### src/rtl/tim_irq_coalesce.sv
// Interrupt coalescer behind the APB4 timer: counts rising edges of the timer's level IRQ
// and raises one held CPU interrupt on an event-count threshold or a cycle timeout.
`timescale 1ns/1ps

module tim_irq_coalesce #(
    parameter int CNT_WIDTH = 8,
    parameter int TMO_WIDTH = 16,
    parameter bit SYNC_EN   = 1'b1
) (
    input  logic                 clk_i,
    input  logic                 rst_i,
    input  logic                 en_i,
    input  logic                 irq_src_i,
    input  logic [CNT_WIDTH-1:0] thresh_i,
    input  logic [TMO_WIDTH-1:0] tmo_i,
    input  logic                 mask_i,
    input  logic                 clr_i,
    output logic                 irq_o,
    output logic [CNT_WIDTH-1:0] evt_cnt_o,
    output logic                 ovf_o
);

    typedef enum logic [1:0] {
        IDLE  = 2'd0,
        ACCUM = 2'd1,
        FIRE  = 2'd2
    } state_t;

    localparam logic [CNT_WIDTH-1:0] CNT_MAX = '1;
    localparam logic [CNT_WIDTH-1:0] CNT_ONE = CNT_WIDTH'(1);
    localparam logic [TMO_WIDTH-1:0] TMO_ONE = TMO_WIDTH'(1);

    logic src_s;

    generate
        if (SYNC_EN) begin : g_sync
            logic [1:0] sync_q;
            logic [1:0] sync_d;

            always_comb begin
                sync_d = {sync_q[0], irq_src_i};
            end

            always_ff @(posedge clk_i or posedge rst_i) begin
                if (rst_i) begin
                    sync_q <= 2'b00;
                end else begin
                    sync_q <= sync_d;
                end
            end

            assign src_s = sync_q[1];
        end else begin : g_nosync
            assign src_s = irq_src_i;
        end
    endgenerate

    state_t                 state_q, state_d;
    logic                   prev_q, prev_d;
    logic [CNT_WIDTH-1:0]   evt_cnt_q, evt_cnt_d;
    logic [TMO_WIDTH-1:0]   tmo_cnt_q, tmo_cnt_d;
    logic                   ovf_q, ovf_d;

    logic                   evt;
    logic                   th_is_one;
    logic [CNT_WIDTH-1:0]   th;
    logic [CNT_WIDTH:0]     cnt_sum;
    logic                   cnt_hit;
    logic                   tmo_hit;
    state_t                 batch_state;

    // prev follows the source even while disabled, so a level already high at enable is not an edge
    always_comb begin
        prev_d    = src_s;
        evt       = src_s & ~prev_q & en_i;
        th        = (thresh_i == '0) ? CNT_ONE : thresh_i;
        th_is_one = (th == CNT_ONE);
        cnt_sum   = {1'b0, evt_cnt_q} + {{CNT_WIDTH{1'b0}}, evt};
        cnt_hit   = (cnt_sum >= {1'b0, th});
        tmo_hit   = (tmo_i != '0) && (tmo_cnt_q == (tmo_i - TMO_ONE));
        batch_state = th_is_one ? FIRE : ACCUM;
    end

    always_comb begin
        state_d   = state_q;
        evt_cnt_d = evt_cnt_q;
        tmo_cnt_d = tmo_cnt_q;
        ovf_d     = ovf_q;

        if (!en_i) begin
            state_d   = IDLE;
            evt_cnt_d = '0;
            tmo_cnt_d = '0;
            ovf_d     = 1'b0;
        end else begin
            case (state_q)
                IDLE: begin
                    evt_cnt_d = '0;
                    tmo_cnt_d = '0;
                    if (evt) begin
                        evt_cnt_d = CNT_ONE;
                        state_d   = batch_state;
                    end
                end
                ACCUM: begin
                    tmo_cnt_d = tmo_cnt_q + TMO_ONE;
                    evt_cnt_d = cnt_sum[CNT_WIDTH] ? CNT_MAX : cnt_sum[CNT_WIDTH-1:0];
                    if (cnt_hit || tmo_hit) begin
                        state_d = FIRE;
                    end
                end
                FIRE: begin
                    // An event landing on the acknowledge opens the next batch instead of being dropped
                    if (clr_i) begin
                        ovf_d     = 1'b0;
                        tmo_cnt_d = '0;
                        if (evt) begin
                            evt_cnt_d = CNT_ONE;
                            state_d   = batch_state;
                        end else begin
                            evt_cnt_d = '0;
                            state_d   = IDLE;
                        end
                    end else if (evt) begin
                        if (evt_cnt_q == CNT_MAX) begin
                            ovf_d = 1'b1;
                        end else begin
                            evt_cnt_d = evt_cnt_q + CNT_ONE;
                        end
                    end
                end
                default: begin
                    state_d   = IDLE;
                    evt_cnt_d = '0;
                    tmo_cnt_d = '0;
                    ovf_d     = 1'b0;
                end
            endcase
        end
    end

    always_ff @(posedge clk_i or posedge rst_i) begin
        if (rst_i) begin
            state_q   <= IDLE;
            prev_q    <= 1'b0;
            evt_cnt_q <= '0;
            tmo_cnt_q <= '0;
            ovf_q     <= 1'b0;
        end else begin
            state_q   <= state_d;
            prev_q    <= prev_d;
            evt_cnt_q <= evt_cnt_d;
            tmo_cnt_q <= tmo_cnt_d;
            ovf_q     <= ovf_d;
        end
    end

    assign irq_o     = (state_q == FIRE) & ~mask_i;
    assign evt_cnt_o = evt_cnt_q;
    assign ovf_o     = ovf_q;

endmodule

### config.mk
export PLATFORM = sky130hd
export DESIGN_NAME = tim_irq_coalesce
export DESIGN_NICKNAME = d
export VERILOG_FILES = /design/src/rtl/tim_irq_coalesce.sv
export SDC_FILE = /design/constraint.sdc
export NUM_CORES = 1
export LEC_CHECK = 0
export BUFFER_PORTS_ARGS = -buffer_cell sky130_fd_sc_hd__buf_2
export CAP_MARGIN = 25
export CORE_AREA = 2 2 83 85
export DETAILED_ROUTE_END_ITERATION = 8
export DIE_AREA = 0 0 85 87
export HOLD_SLACK_MARGIN = 0.08
export SLEW_MARGIN = 20
export SYNTH_ARGS = -nofsm -noshare
export SYNTH_HDL_FRONTEND = slang
export SYNTH_SLANG_ARGS = --single-unit
### constraint.sdc
create_clock -name clk_i -period 2.4 [get_ports clk_i]
set_clock_uncertainty 0.1 [all_clocks]
set_input_delay 0.48 -clock clk_i [delete_from_list [all_inputs] [get_ports clk_i]]
set_output_delay 0.48 -clock clk_i [all_outputs]
set_load 0.01 [all_outputs]
# After elaboration in Yosys (flattened, before gate mapping)
# Cells that the tools add are included.
dict set report word_totals {
  inputBits 30
  wordCells 60
  regBits 30
}
dict set report classes {
  n_eq_ne 12
  n_mux 23
  bitwise 5
  n_reduce_logical 9
  order_cmp 1
  add_sub_neg 4
}
# cell n
set ops {}
lappend ops {{8-bit 2-to-1 mux} 6}
lappend ops {{16-bit 2-to-1 mux} 2}
lappend ops {{16-bit case mux with 2 select lines} 1}
lappend ops {{8-bit case mux with 3 select lines} 1}
lappend ops {{16-bit by 1-bit adder with 16-bit output (second input constant)} 1}
lappend ops {{16-bit == test} 1}
lappend ops {{16-bit nonzero test} 1}
lappend ops {{16-bit by 1-bit subtractor with 16-bit output (second input constant)} 1}
lappend ops {{2-bit 2-to-1 mux} 6}
lappend ops {{4-bit inequality test (second input constant)} 3}
lappend ops {{8-bit by 1-bit adder with 9-bit output} 1}
lappend ops {{9-bit by 8-bit greater-or-equal comparator with 1-bit output} 1}
lappend ops {{3-bit inequality test (second input constant)} 3}
lappend ops {{8-bit by 1-bit adder with 8-bit output (second input constant)} 1}
lappend ops {{8-bit by 1-bit == test with 1-bit output (second input constant)} 1}
lappend ops {{8-bit == test (second input constant)} 1}
lappend ops {{8-bit logical NOT} 1}
lappend ops {{2-bit case mux with 3 select lines} 1}
lappend ops {{3-bit AND reduction} 2}
lappend ops {{1-bit 2-to-1 mux} 5}
lappend ops {{1-bit bitwise AND} 3}
lappend ops {{2-bit by 1-bit == test with 1-bit output (second input constant)} 1}
lappend ops {{2-bit == test (second input constant)} 1}
lappend ops {{2-bit logical NOT} 1}
lappend ops {{7 further kinds} 8}

# Longest topological paths before layout
dict set report logic_depth {
  word_depth 9
  mapped_depth 13
  depth_no_buf 13
}

# Worst setup path after synthesis
# No wires, ideal clock.
dict set report synth_timing {
  path_type {input -> register}
  startpoint {input port tmo_i[1]}
  endpoint {register state_q[0]}
  path_buffers 1
  slack_ps -132
  stages 7
  required_time_ps 2166
  setup_ps 134
  arrival_ps 2298
  path_cell_list {or4_1 clkbuf_2 or4_1 a221oi_2 nor3_1 a2111oi_2 o21ai_0}
}
dict set report synth_between {
  elab_chain_cells 6
}
# item line
set synth_rtl {}
lappend synth_rtl {{from (decl)} 15} ;# input logic [TMO_WIDTH-1:0] tmo_i,
lappend synth_rtl {{16-bit by 1-bit subtractor with 16-bit output} 80} ;# tmo_hit = (tmo_i != '0) && (tmo_cnt_q == (tmo_i - TMO_ONE));
lappend synth_rtl {{16-bit == test} 80}
lappend synth_rtl {{1-bit logical AND (*)} 80}
lappend synth_rtl {{1-bit logical OR (*)} 108} ;# if (cnt_hit || tmo_hit) begin
lappend synth_rtl {{3-bit inequality test (no source line) (*)} -}
lappend synth_rtl {{3-bit AND reduction (no source line) (*)} -}
lappend synth_rtl {{to (signal assigned)} 150} ;# state_q <= state_d;
lappend synth_rtl {{to (decl)} 58} ;# state_t state_q, state_d;
# Mark *: on every way between the ends. The rest lies on a longest branch, timed or not.
# A chain may end at the register's enable or synchronous reset.

# Worst setup path after layout
dict set report layout_timing {
  startpoint {register g_sync.sync_q[1]}
  endpoint {register state_q[1]}
}
dict set report layout_between {
  elab_chain_cells 7
}
# item line
set layout_rtl {}
lappend layout_rtl {{from (decl)} 37} ;# logic [1:0] sync_q;
lappend layout_rtl {{from (signal assigned)} 48} ;# sync_q <= sync_d;
lappend layout_rtl {{1-bit bitwise AND (*) (2 in a row)} 75} ;# evt = src_s & ~prev_q & en_i;
lappend layout_rtl {{8-bit by 1-bit adder with 9-bit output} 78} ;# cnt_sum = {1'b0, evt_cnt_q} + {{CNT_WIDTH{1'b0}}, evt};
lappend layout_rtl {{9-bit by 8-bit greater-or-equal comparator with 1-bit output} 79} ;# cnt_hit = (cnt_sum >= {1'b0, th});
lappend layout_rtl {{1-bit logical OR} 108}
lappend layout_rtl {{3-bit inequality test (no source line)} -}
lappend layout_rtl {{3-bit AND reduction (no source line)} -}
# Mark *: on every way between the ends. The rest lies on a longest branch, timed or not. The select of a mux whose other input is x is not followed.

==> flow_metrics.env <==
export IMPL_drtIter0Drc=151
export IMPL_ff_latch_area_sq_um=750.7
export IMPL_reg2reg_depth=13
export IMPL_htree_num_levels=2
export IMPL_worstSetupPathType="flop to flop"
export IMPL_globalplace_congestion=0.8257
export IMPL_period_share_pct=99.24
export IMPL_grt_max_degree=31
export IMPL_fillers=630
export IMPL_post_place_ws_ns=-0.3481
export IMPL_pwr_density_cell_nw_per_um2=414.2
export IMPL_drc=0
export IMPL_cap_violations=0
export IMPL_syn_nets=361
export IMPL_row_count=30
export IMPL_slew_violations=0
export IMPL_drive_above_1_share_pct=28.10
export IMPL_endpoint_kind="flop"
export IMPL_ant_nets=0
export IMPL_clock_fmax_mhz=419.9
export IMPL_viasPerCell=5.282
export IMPL_synth_seq_cells=30
export IMPL_fin_ws_ns=0.01830
export IMPL_endpoint="state_q[1]"
export IMPL_cts_root_buffer="clkbuf_8"
export IMPL_synthSimpleGateAreaFrac_pct=26.89
export IMPL_synthCells=318
export IMPL_synth_most_common_cell="nand2_1"
export IMPL_status="complete, no violations"
export IMPL_antenna_found_initial=0
export IMPL_start_util_pct=38.90
export IMPL_worstPathRequired_ns=2.48
export IMPL_synth_top_area_share_pct=29.38
export IMPL_hold_path_class="primary input to async pin"
export IMPL_yosysTopAreaCell="dfrtp_1"
export IMPL_cts_sinks=30
export IMPL_io_pins=40
export IMPL_syn_area_per_cell_sq_um=8.034
export IMPL_synth_flop_cell="dfrtp_1"
export IMPL_synth_seq_area_share_pct=29.38
export IMPL_clockBufferDepth=2
export IMPL_fp_dieArea_sq_um=7395
export IMPL_die_h_um=87
export IMPL_reg2reg_setup_slack_ns=0.02
export IMPL_clk_latency_ns=0.29
export IMPL_gr_usage_all_layers_pct=18.11
export IMPL_cts_buffers_inserted=5
export IMPL_wl_um=6458
export IMPL_synth_common_cells="nand2_1 (33), dfrtp_1 (30), o21ai_0 (29)"
export IMPL_synth_warnings=0
export IMPL_synthAdderAreaFrac_pct=6.366
export IMPL_postCtsHoldBufs=0
export IMPL_core_sq_um=6569
export IMPL_synth_compound_area_share_pct=18.95
export IMPL_syn_to_final_growth_pct=31.73
export IMPL_r2r_end="state_q[1]"
export IMPL_r2r_start="g_sync.sync_q[1]"
export IMPL_rsz0062_at_grt="true"
export IMPL_synthMuxAreaShare_pct=1.224
export IMPL_dp_hpwl_um=5097
export IMPL_synth_async_reset_ratio_pct=100.0
export IMPL_diodes=0
export IMPL_die_w_um=85
export IMPL_slew_headroom_pct=54.74
export IMPL_arrival_ns=2.46
export IMPL_portBuffers=39
export IMPL_synth_cell_types=55
export IMPL_synth_cell_area_sq_um=2555
export IMPL_hold_viol=0
export IMPL_wire_per_inst_um=13.60
export IMPL_multi_input_area_sq_um=1779
export IMPL_timing_hold_ws_ns=0.1585
export IMPL_worst_pin_slew_ns=0.6775
export IMPL_synth_xor_area_share_pct=12.54
export IMPL_fin_crit_ns=2.382
export IMPL_grt_pass1_wl_um=10940
export IMPL_ys_top_cells_by_area="dfrtp_1 (29%), xnor2_1 (6.5%), ha_1 (6.4%), o21ai_0 (5.7%), xor2_1 (5.1%)"
export IMPL_cts_tree="done"
export IMPL_via_count=2509
export IMPL_clk_pin_slew_ns=0.07
export IMPL_synth_top_family_by_area="simple AND/OR/NAND/NOR gates"
export IMPL_cp_startpoint="g_sync.sync_q[1]"
export IMPL_ir_drop_v=0.0002022
export IMPL_nets=437
export IMPL_drt_pass1_iter_count=4
export IMPL_startpoint_type="flop"
export IMPL_grt_pass1_vias=2465
export IMPL_synth_edf_count=0
export IMPL_p_leak_nw=1.554
export IMPL_path_max_fanout=3
export IMPL_grt_overflow_total=0
export IMPL_finalSetupViolations=0
[registers in the layout, indices dropped and copies added, names as in the netlist]
name,flops
ovf_o,1
tmo_cnt_q,16
state_q,2
evt_cnt_o,8
prev_q,1
g_sync.sync_q,2
[area by class of cell]
type / instances / area share (%)
multi-input combinational: 257 / 52.86
sequential: 30 / 22.30
timing repair buffer: 84 / 15.84
tap: 80 / 2.974
clock buffer: 6 / 2.454
clock inverter: 2 / 1.784
inverter: 16 / 1.784
[timing repair]
action,CTS,global route
gates cloned,0,0
pin swaps,2,6
resized for setup,7,9
setup buffers,0,1
endpoints found under the setup margin,2,3
[worst max-delay path, stage by stage (launching register included)]
cell     delay [ns]
dfrtp_1        0.38
nor2b_4        0.13
nand2_2        0.08
inv_2          0.05
ha_4           0.16
ha_4           0.16
buf_4          0.13
nand2_1        0.07
nor2_1         0.05
xnor2_1        0.25
ha_1           0.29
o21ai_2        0.16
o21ai_2        0.10
o21a_1         0.17
[kinds of logic after synthesis]
kind of cell             Yosys count
adder cells (fa/ha/maj)           13
AND/OR/NAND/NOR                  133
XOR/XNOR                          35
flip-flops                        30
AO/OA/AOI/OAI                     73
multiplexers                       3
buffers and inverters             31
[routing by layer]
metal,routed length [um],up-vias,GRT usage (%)
met1,2850,1162,21.80
met2,3292,44,32.74
met3,199,8,2.464
met5,0,-,0
met4,116,0,6.926
li1,-,1295,-
[report_power, final]
| group | internal [mW] | switching [mW] |
|---|---|---|
| sequential | 0.514 | 0.0111 |
| clock | 0.443 | 0.201 |
| combinational | 0.108 | 0.118 |
| total | 1.06 | 0.330 |
[worst min-delay path by stage]
stage / startpoint / end
2_1_floorplan: g_sync.sync_q[0] / g_sync.sync_q[1]
3_3_place_gp: g_sync.sync_q[0] / g_sync.sync_q[1]
3_5_place_dp: g_sync.sync_q[0] / g_sync.sync_q[1]
4_1_cts: rst_i / tmo_cnt_q[11]
5_1_grt: irq_src_i / g_sync.sync_q[0]
6_report: rst_i / tmo_cnt_q[11]
[metrics by stage]
stage	std cells	cell area, sq um	power (mW)	util (%)	TNS, ns
floorplan	318	2584	0.6492	-	-0.01871
finish	475	3366	1.394	51.24	0
global placement	466	3146	0.7492	47.89	-0.5316
detailed placement	466	3146	0.7540	47.89	-0.6755
global route	475	3366	1.461	51.24	-0.1862
CTS	474	3328	1.406	50.67	-0.02413
[cells in the final DEF (no fill, tap or decap), types with 3 or more instances in the layout]
master,Yosys,routed
nand2_1,33,32
nand3_1,16,15
or4_1,3,3
nor3b_1,4,3
inv_1,16,15
and2_1,4,4
a31oi_1,4,4
buf_4,0,45
o21ai_2,0,3
ha_1,13,11
and3_1,6,6
buf_2,1,39
a21oi_1,9,8
dfrtp_1,30,30
nand2b_1,4,4
nor2b_1,7,6
nand4_1,7,7
nor3_1,5,5
or3_1,7,7
o21ai_0,29,26
xor2_1,15,15
nor2_1,24,22
xnor2_1,19,18
clkbuf_8,0,6
nor4_1,7,7
a22o_1,7,7
Power figures use the tool's default switching activity.
